### src/rtl/wb_regfile.sv
// Writeback register file with per-register pending-write scoreboard.
// 32 x 32-bit registers, same-cycle writeback bypass on both read ports,
// and saturating pending counters that drive operand-busy and stall outputs.
module wb_regfile #(
  parameter int PEND_W = 2
) (
  input  logic        clk,
  input  logic        rst,
  input  logic        wb_wreg,
  input  logic [4:0]  wb_rd,
  input  logic [31:0] wb_wdata,
  input  logic        iss_valid,
  input  logic [4:0]  iss_rd,
  input  logic        flush,
  input  logic        re1,
  input  logic        re2,
  input  logic [4:0]  raddr1,
  input  logic [4:0]  raddr2,
  output logic [31:0] rdata1,
  output logic [31:0] rdata2,
  output logic        rbusy1,
  output logic        rbusy2,
  output logic        stall_req
);

  localparam logic [PEND_W-1:0] PEND_MAX = '1;
  localparam logic [PEND_W-1:0] PEND_ONE = PEND_W'(1);

  logic [31:0]       regs [32];
  logic [PEND_W-1:0] pend [32];

  logic [31:0]       ret_vec;
  logic [31:0]       inc_vec;
  logic [PEND_W-1:0] p1, p2, p_iss;
  logic              iss_full;
  logic              acc;

  // Per-register retire and accepted-issue strobes for this cycle.
  always_comb begin
    ret_vec = '0;
    inc_vec = '0;
    for (int r = 1; r < 32; r++) begin
      ret_vec[r] = wb_wreg && (wb_rd == 5'(r));
      inc_vec[r] = acc && (iss_rd == 5'(r));
    end
  end

  // Read ports: x0 and disabled ports read zero; writeback data bypasses storage.
  always_comb begin
    rdata1 = '0;
    rdata2 = '0;
    if (re1 && raddr1 != 5'd0)
      rdata1 = (wb_wreg && wb_rd == raddr1) ? wb_wdata : regs[raddr1];
    if (re2 && raddr2 != 5'd0)
      rdata2 = (wb_wreg && wb_rd == raddr2) ? wb_wdata : regs[raddr2];
  end

  // Busy if reservations remain after counting a retire happening right now.
  always_comb begin
    p1     = pend[raddr1];
    p2     = pend[raddr2];
    p_iss  = pend[iss_rd];
    rbusy1 = re1 && (raddr1 != 5'd0) && (p1 != '0) &&
             !((p1 == PEND_ONE) && ret_vec[raddr1]);
    rbusy2 = re2 && (raddr2 != 5'd0) && (p2 != '0) &&
             !((p2 == PEND_ONE) && ret_vec[raddr2]);
    // A saturated counter can only take a new issue if a retire frees a slot.
    iss_full  = iss_valid && (iss_rd != 5'd0) && (p_iss == PEND_MAX) &&
                !ret_vec[iss_rd];
    stall_req = rbusy1 | rbusy2 | iss_full;
    acc       = iss_valid && !stall_req && !flush && (iss_rd != 5'd0);
  end

  // Storage write and pending-counter update; flush clears counters but not data.
  always_ff @(posedge clk) begin
    if (!rst) begin
      for (int r = 0; r < 32; r++) begin
        regs[r] <= '0;
        pend[r] <= '0;
      end
    end else begin
      if (wb_wreg && wb_rd != 5'd0)
        regs[wb_rd] <= wb_wdata;
      for (int r = 0; r < 32; r++) begin
        if (flush)
          pend[r] <= '0;
        else if (inc_vec[r] && !ret_vec[r])
          pend[r] <= pend[r] + PEND_ONE;
        else if (!inc_vec[r] && ret_vec[r] && pend[r] != '0)
          pend[r] <= pend[r] - PEND_ONE;
      end
    end
  end

endmodule

### config.mk
export PLATFORM = sky130hd
export DESIGN_NAME = wb_regfile
export DESIGN_NICKNAME = d
export VERILOG_FILES = /design/src/rtl/wb_regfile.sv
export SDC_FILE = /design/constraint.sdc
export NUM_CORES = 2
export LEC_CHECK = 0
export BUFFER_PORTS_ARGS = -buffer_cell sky130_fd_sc_hd__buf_2
export CORE_MARGIN = 10
export CORE_UTILIZATION = 45
export DETAILED_ROUTE_END_ITERATION = 7
export SLEW_MARGIN = 10
export SYNTH_ARGS = -nofsm -noshare
export SYNTH_HDL_FRONTEND = slang
export SYNTH_SLANG_ARGS = --single-unit
### constraint.sdc
create_clock -name clk -period 4.7 [get_ports clk]
set_input_delay 0.235 -clock clk [delete_from_list [all_inputs] [get_ports clk]]
set_output_delay 0.235 -clock clk [all_outputs]
set_load 0.05 [all_outputs]
==> results.sh <==
export IMPL_outcome="completed"
export IMPL_die_x_microns=389.3
export IMPL_worstHoldPathCells=3
export IMPL_r2r_start="pend[11][0]"
export IMPL_rows=135
export IMPL_seq_area_frac_synth_pct=53.13
export IMPL_htreeDepth=3
export IMPL_rsz0062_at_grt="false"
export IMPL_pre_cts_slack_ns=0.7833
export IMPL_core_sq_mm=0.1355
export IMPL_dieArea_sq_mm=0.1516
export IMPL_tightest_slew_ns=1.170
export IMPL_ios=126
export IMPL_maxCapViolCount=0
export IMPL_period_needed_ns=3.855
export IMPL_design_area_sq_mm=0.06844
export IMPL_final_max_slew_viol_count=0
export IMPL_synthTopCellsByArea="edfxtp_1, mux4_2, and2_1"
export IMPL_path_depth=8
export IMPL_ctsRootBufferMaster="clkbuf_16"
export IMPL_reg2reg_to="pend[10][0]"
export IMPL_total_power_uw=24110
export IMPL_synth_top_area_share_pct=53.13
export IMPL_grt_pass1_wl_microns=298100
export IMPL_cts_sinks=1086
export IMPL_critPathRequiredTime_ns=4.47
export IMPL_fmax_mhz=259.4
export IMPL_async_flop_share_pct=0
export IMPL_ctsResizeCount=0
export IMPL_p_switching_uw=6345
export IMPL_synthFlopType="edfxtp_1"
export IMPL_p_leak_uw=0.02347
export IMPL_clockPowerShare_pct=38.4
export IMPL_place_area_sq_mm=0.06466
export IMPL_drt_total_wl_microns=211900
export IMPL_drive_above_1_share_pct=28.54
export IMPL_grt_max_degree=130
export IMPL_powerDensity_mw_per_mm2=352.2
export IMPL_critical_path_top_delay_family="buffers and inverters"
export IMPL_syn_area_sq_mm=0.06138
export IMPL_fin_skew_ns=0.01518
export IMPL_slew_headroom_pct=21.71
export IMPL_avgSynthCellArea_sq_um=14.97
export IMPL_intPower_uw=17760
export IMPL_drc=0
export IMPL_p_seq_share_pct=47.5
export IMPL_floorplan_die_height_microns=389.3
export IMPL_irDropWorstVdd_uv=277.9
export IMPL_wl_per_cell_microns=35.49
export IMPL_cp_slowest_stage_delay_ns=0.74
export IMPL_finalSetupViolCount=0
export IMPL_grt_total_usage_pct=27.39
export IMPL_path_common_cell="mux4_2"
export IMPL_crit_end="rdata2[1]"
export IMPL_hp_class="in2reg"
export IMPL_crit_path_top_delay_cell="a211oi_1"
export IMPL_fin_ws_ns=0.8450
export IMPL_tritoncts="done"
export IMPL_ff2ff_path_depth=10
export IMPL_period_share_pct=82.02
export IMPL_cts_setup_buffers=0
export IMPL_clk_pin_slew_ns=0.05
export IMPL_ant_nets=0
export IMPL_grt_pass1_vias=39260
export IMPL_r2r_slack_ns=0.94
export IMPL_worstPathArrival_ns=3.62
export IMPL_ys_warnings_count=0
export IMPL_cts_buffer_depth=3
export IMPL_critPathLaunchType="primary input"
export IMPL_cts_hold_buffers=0
export IMPL_switching_share_pct=26.32
export IMPL_critPathLaunch="raddr2[0]"
export IMPL_avgViaCountPerCell=6.680
export IMPL_synth_top_cell_by_area="edfxtp_1"
export IMPL_hold_viol=0
export IMPL_portBuffers=125
export IMPL_path_buf_inv=4
export IMPL_place_congestion=0.9260
export IMPL_antenna_found_initial=24
export IMPL_cp_max_fo=61
export IMPL_setup_worst_path_end_class="primary output"
export IMPL_pwr_share_comb_pct=14.1
export IMPL_synth_edf_count=1086
export IMPL_vias=39870
export IMPL_clock_latency_ns=0.73
export IMPL_dr_pass1_iters=6
export IMPL_dpl_hpwl_microns=120000
export IMPL_num_nets_final=4168
export IMPL_netlist_cell_type_count=74
export IMPL_start_util_pct=45.31
export IMPL_syn_inst=4100
export IMPL_cts_inserted_buffers=118
export IMPL_grt_overflow_total=0
export IMPL_syn2layout_area_growth_pct=11.52
export IMPL_ys_ff_latch=1086
export IMPL_setup_tns_final_ns=0
export IMPL_hold_ws_ns=0.09465
export IMPL_cp_cell_sequence="buf_8 > buf_12 > buf_4 > mux4_2 > mux4_2 > mux2i_1 > a211oi_1 > buf_2"
export IMPL_drt_initial_drc_count=5991
export IMPL_critPathKind="in2out"
-- cells in the final DEF, fill, tap and decap left out, drive strengths merged, types with 12 or more instances in the layout --
cell | Yosys | final
a211oi | 85 | 85
a21oi | 20 | 20
and2 | 903 | 903
and3 | 99 | 99
buf | 88 | 264
clkbuf | 349 | 144
clkinv | 1 | 58
conb | 1 | 32
diode | 0 | 12
edfxtp | 1086 | 1086
ha | 31 | 31
inv | 78 | 82
mux2i | 103 | 103
mux4 | 675 | 675
nand2 | 87 | 87
nand3 | 60 | 60
nand4 | 21 | 21
nor2 | 155 | 155
nor3 | 27 | 27
nor4 | 12 | 12
o21ai | 51 | 51
or4 | 17 | 17
-- power groups by stage --
stage	logic, uW	clock network (uW)	registers (uW)
after floorplan	2220	0	11600
after global placement	3350	0	11600
after detailed placement	3360	0	11600
after CTS	3370	9340	11400
after global routing	3510	9710	11500
final	3390	9260	11500
-- state kept, by name (all words and copies together) (netlist names) --
register and count:
pend 62, regs 1024
-- metrics by stage --
| step | instances | util [%] |
|---|---|---|
| 2_1_floorplan | 4131 | - |
| 3_3_place_gp | 5739 | 47.73 |
| 3_5_place_dp | 5739 | 47.73 |
| 4_1_cts | 5957 | 50.50 |
| 5_1_grt | 5961 | 50.51 |
| 6_report | 5969 | 50.52 |
-- worst min path at each step --
stage                           start  slack (ns)          end
final                       iss_rd[4]        0.09  pend[24][0]
after global routing        iss_rd[4]        0.09  pend[24][0]
after CTS                   iss_rd[4]        0.03  pend[24][0]
after detailed placement   pend[7][0]        0.62   pend[7][0]
after global placement     pend[7][0]        0.60   pend[7][0]
after floorplan           wb_wdata[0]        0.46  regs[22][0]
-- cells in the mapped netlist (all sizes together) (4+ instances only) --
| cell | count |
|---|---|
| xor2 | 6 |
| edfxtp | 1086 |
| nand2b | 9 |
| ha | 31 |
| xnor2 | 8 |
| o21a | 4 |
| o22ai | 7 |
| nand3b | 6 |
| o21ai | 51 |
| nor4bb | 4 |
| and2 | 903 |
| mux4 | 675 |
| a21oi | 20 |
| inv | 78 |
| o211ai | 7 |
| nand3 | 60 |
| nor2 | 155 |
| buf | 88 |
| nand4 | 21 |
| nand2 | 87 |
| or4 | 17 |
| mux2 | 6 |
| mux2i | 103 |
| a211oi | 85 |
| or2 | 7 |
| or3 | 11 |
| or3b | 6 |
| a211o | 5 |
| and3 | 99 |
| nor2b | 9 |
| nor4 | 12 |
| nor3 | 27 |
| clkbuf | 349 |
| a31oi | 9 |
-- layout make-up --
| type | instances | area [sq um] |
|---|---|---|
| clock inverter | 74 | 661.9 |
| sequential | 1086 | 32610 |
| tap | 1781 | 2228 |
| multi-input combinational | 2529 | 27510 |
| timing repair buffer | 264 | 2011 |
| clock buffer | 144 | 3093 |
| antenna | 12 | 30.03 |
| fill | 11220 | 67020 |
| inverter | 79 | 301.5 |
-- metal layers --
metal  share of wire [%]  global-route usage (%)  wire, microns
met1                  38                   37.11          80880
met5               0.043                       0             92
met2                  48                   44.05         102200
met4                 3.3                   10.03           7087
met3                  10                   5.156          21610
-- cells by family (layout without fill, tap and decap cells) --
logic type               Yosys count  after routing  synth area share [%]
AO/OA/AOI/OAI                    217            217                 2.428
flip-flops                      1086           1086                 53.13
other                              1             44              0.006110
XOR/XNOR                          14             14                0.1998
adder cells (fa/ha/maj)           31             31                0.6320
AND/OR/NAND/NOR                 1451           1451                 13.83
multiplexers                     784            784                 26.56
buffers and inverters            516            561                 3.215
-- tightest hold or removal path: cells and delay by family --
kind,cells,cell delay [ns]
and+or+nand+nor,1,0.14
AOI/OAI and AO/OA,1,0.08
buffers and inverters,1,0.19
Power figures use the tool's default switching activity.
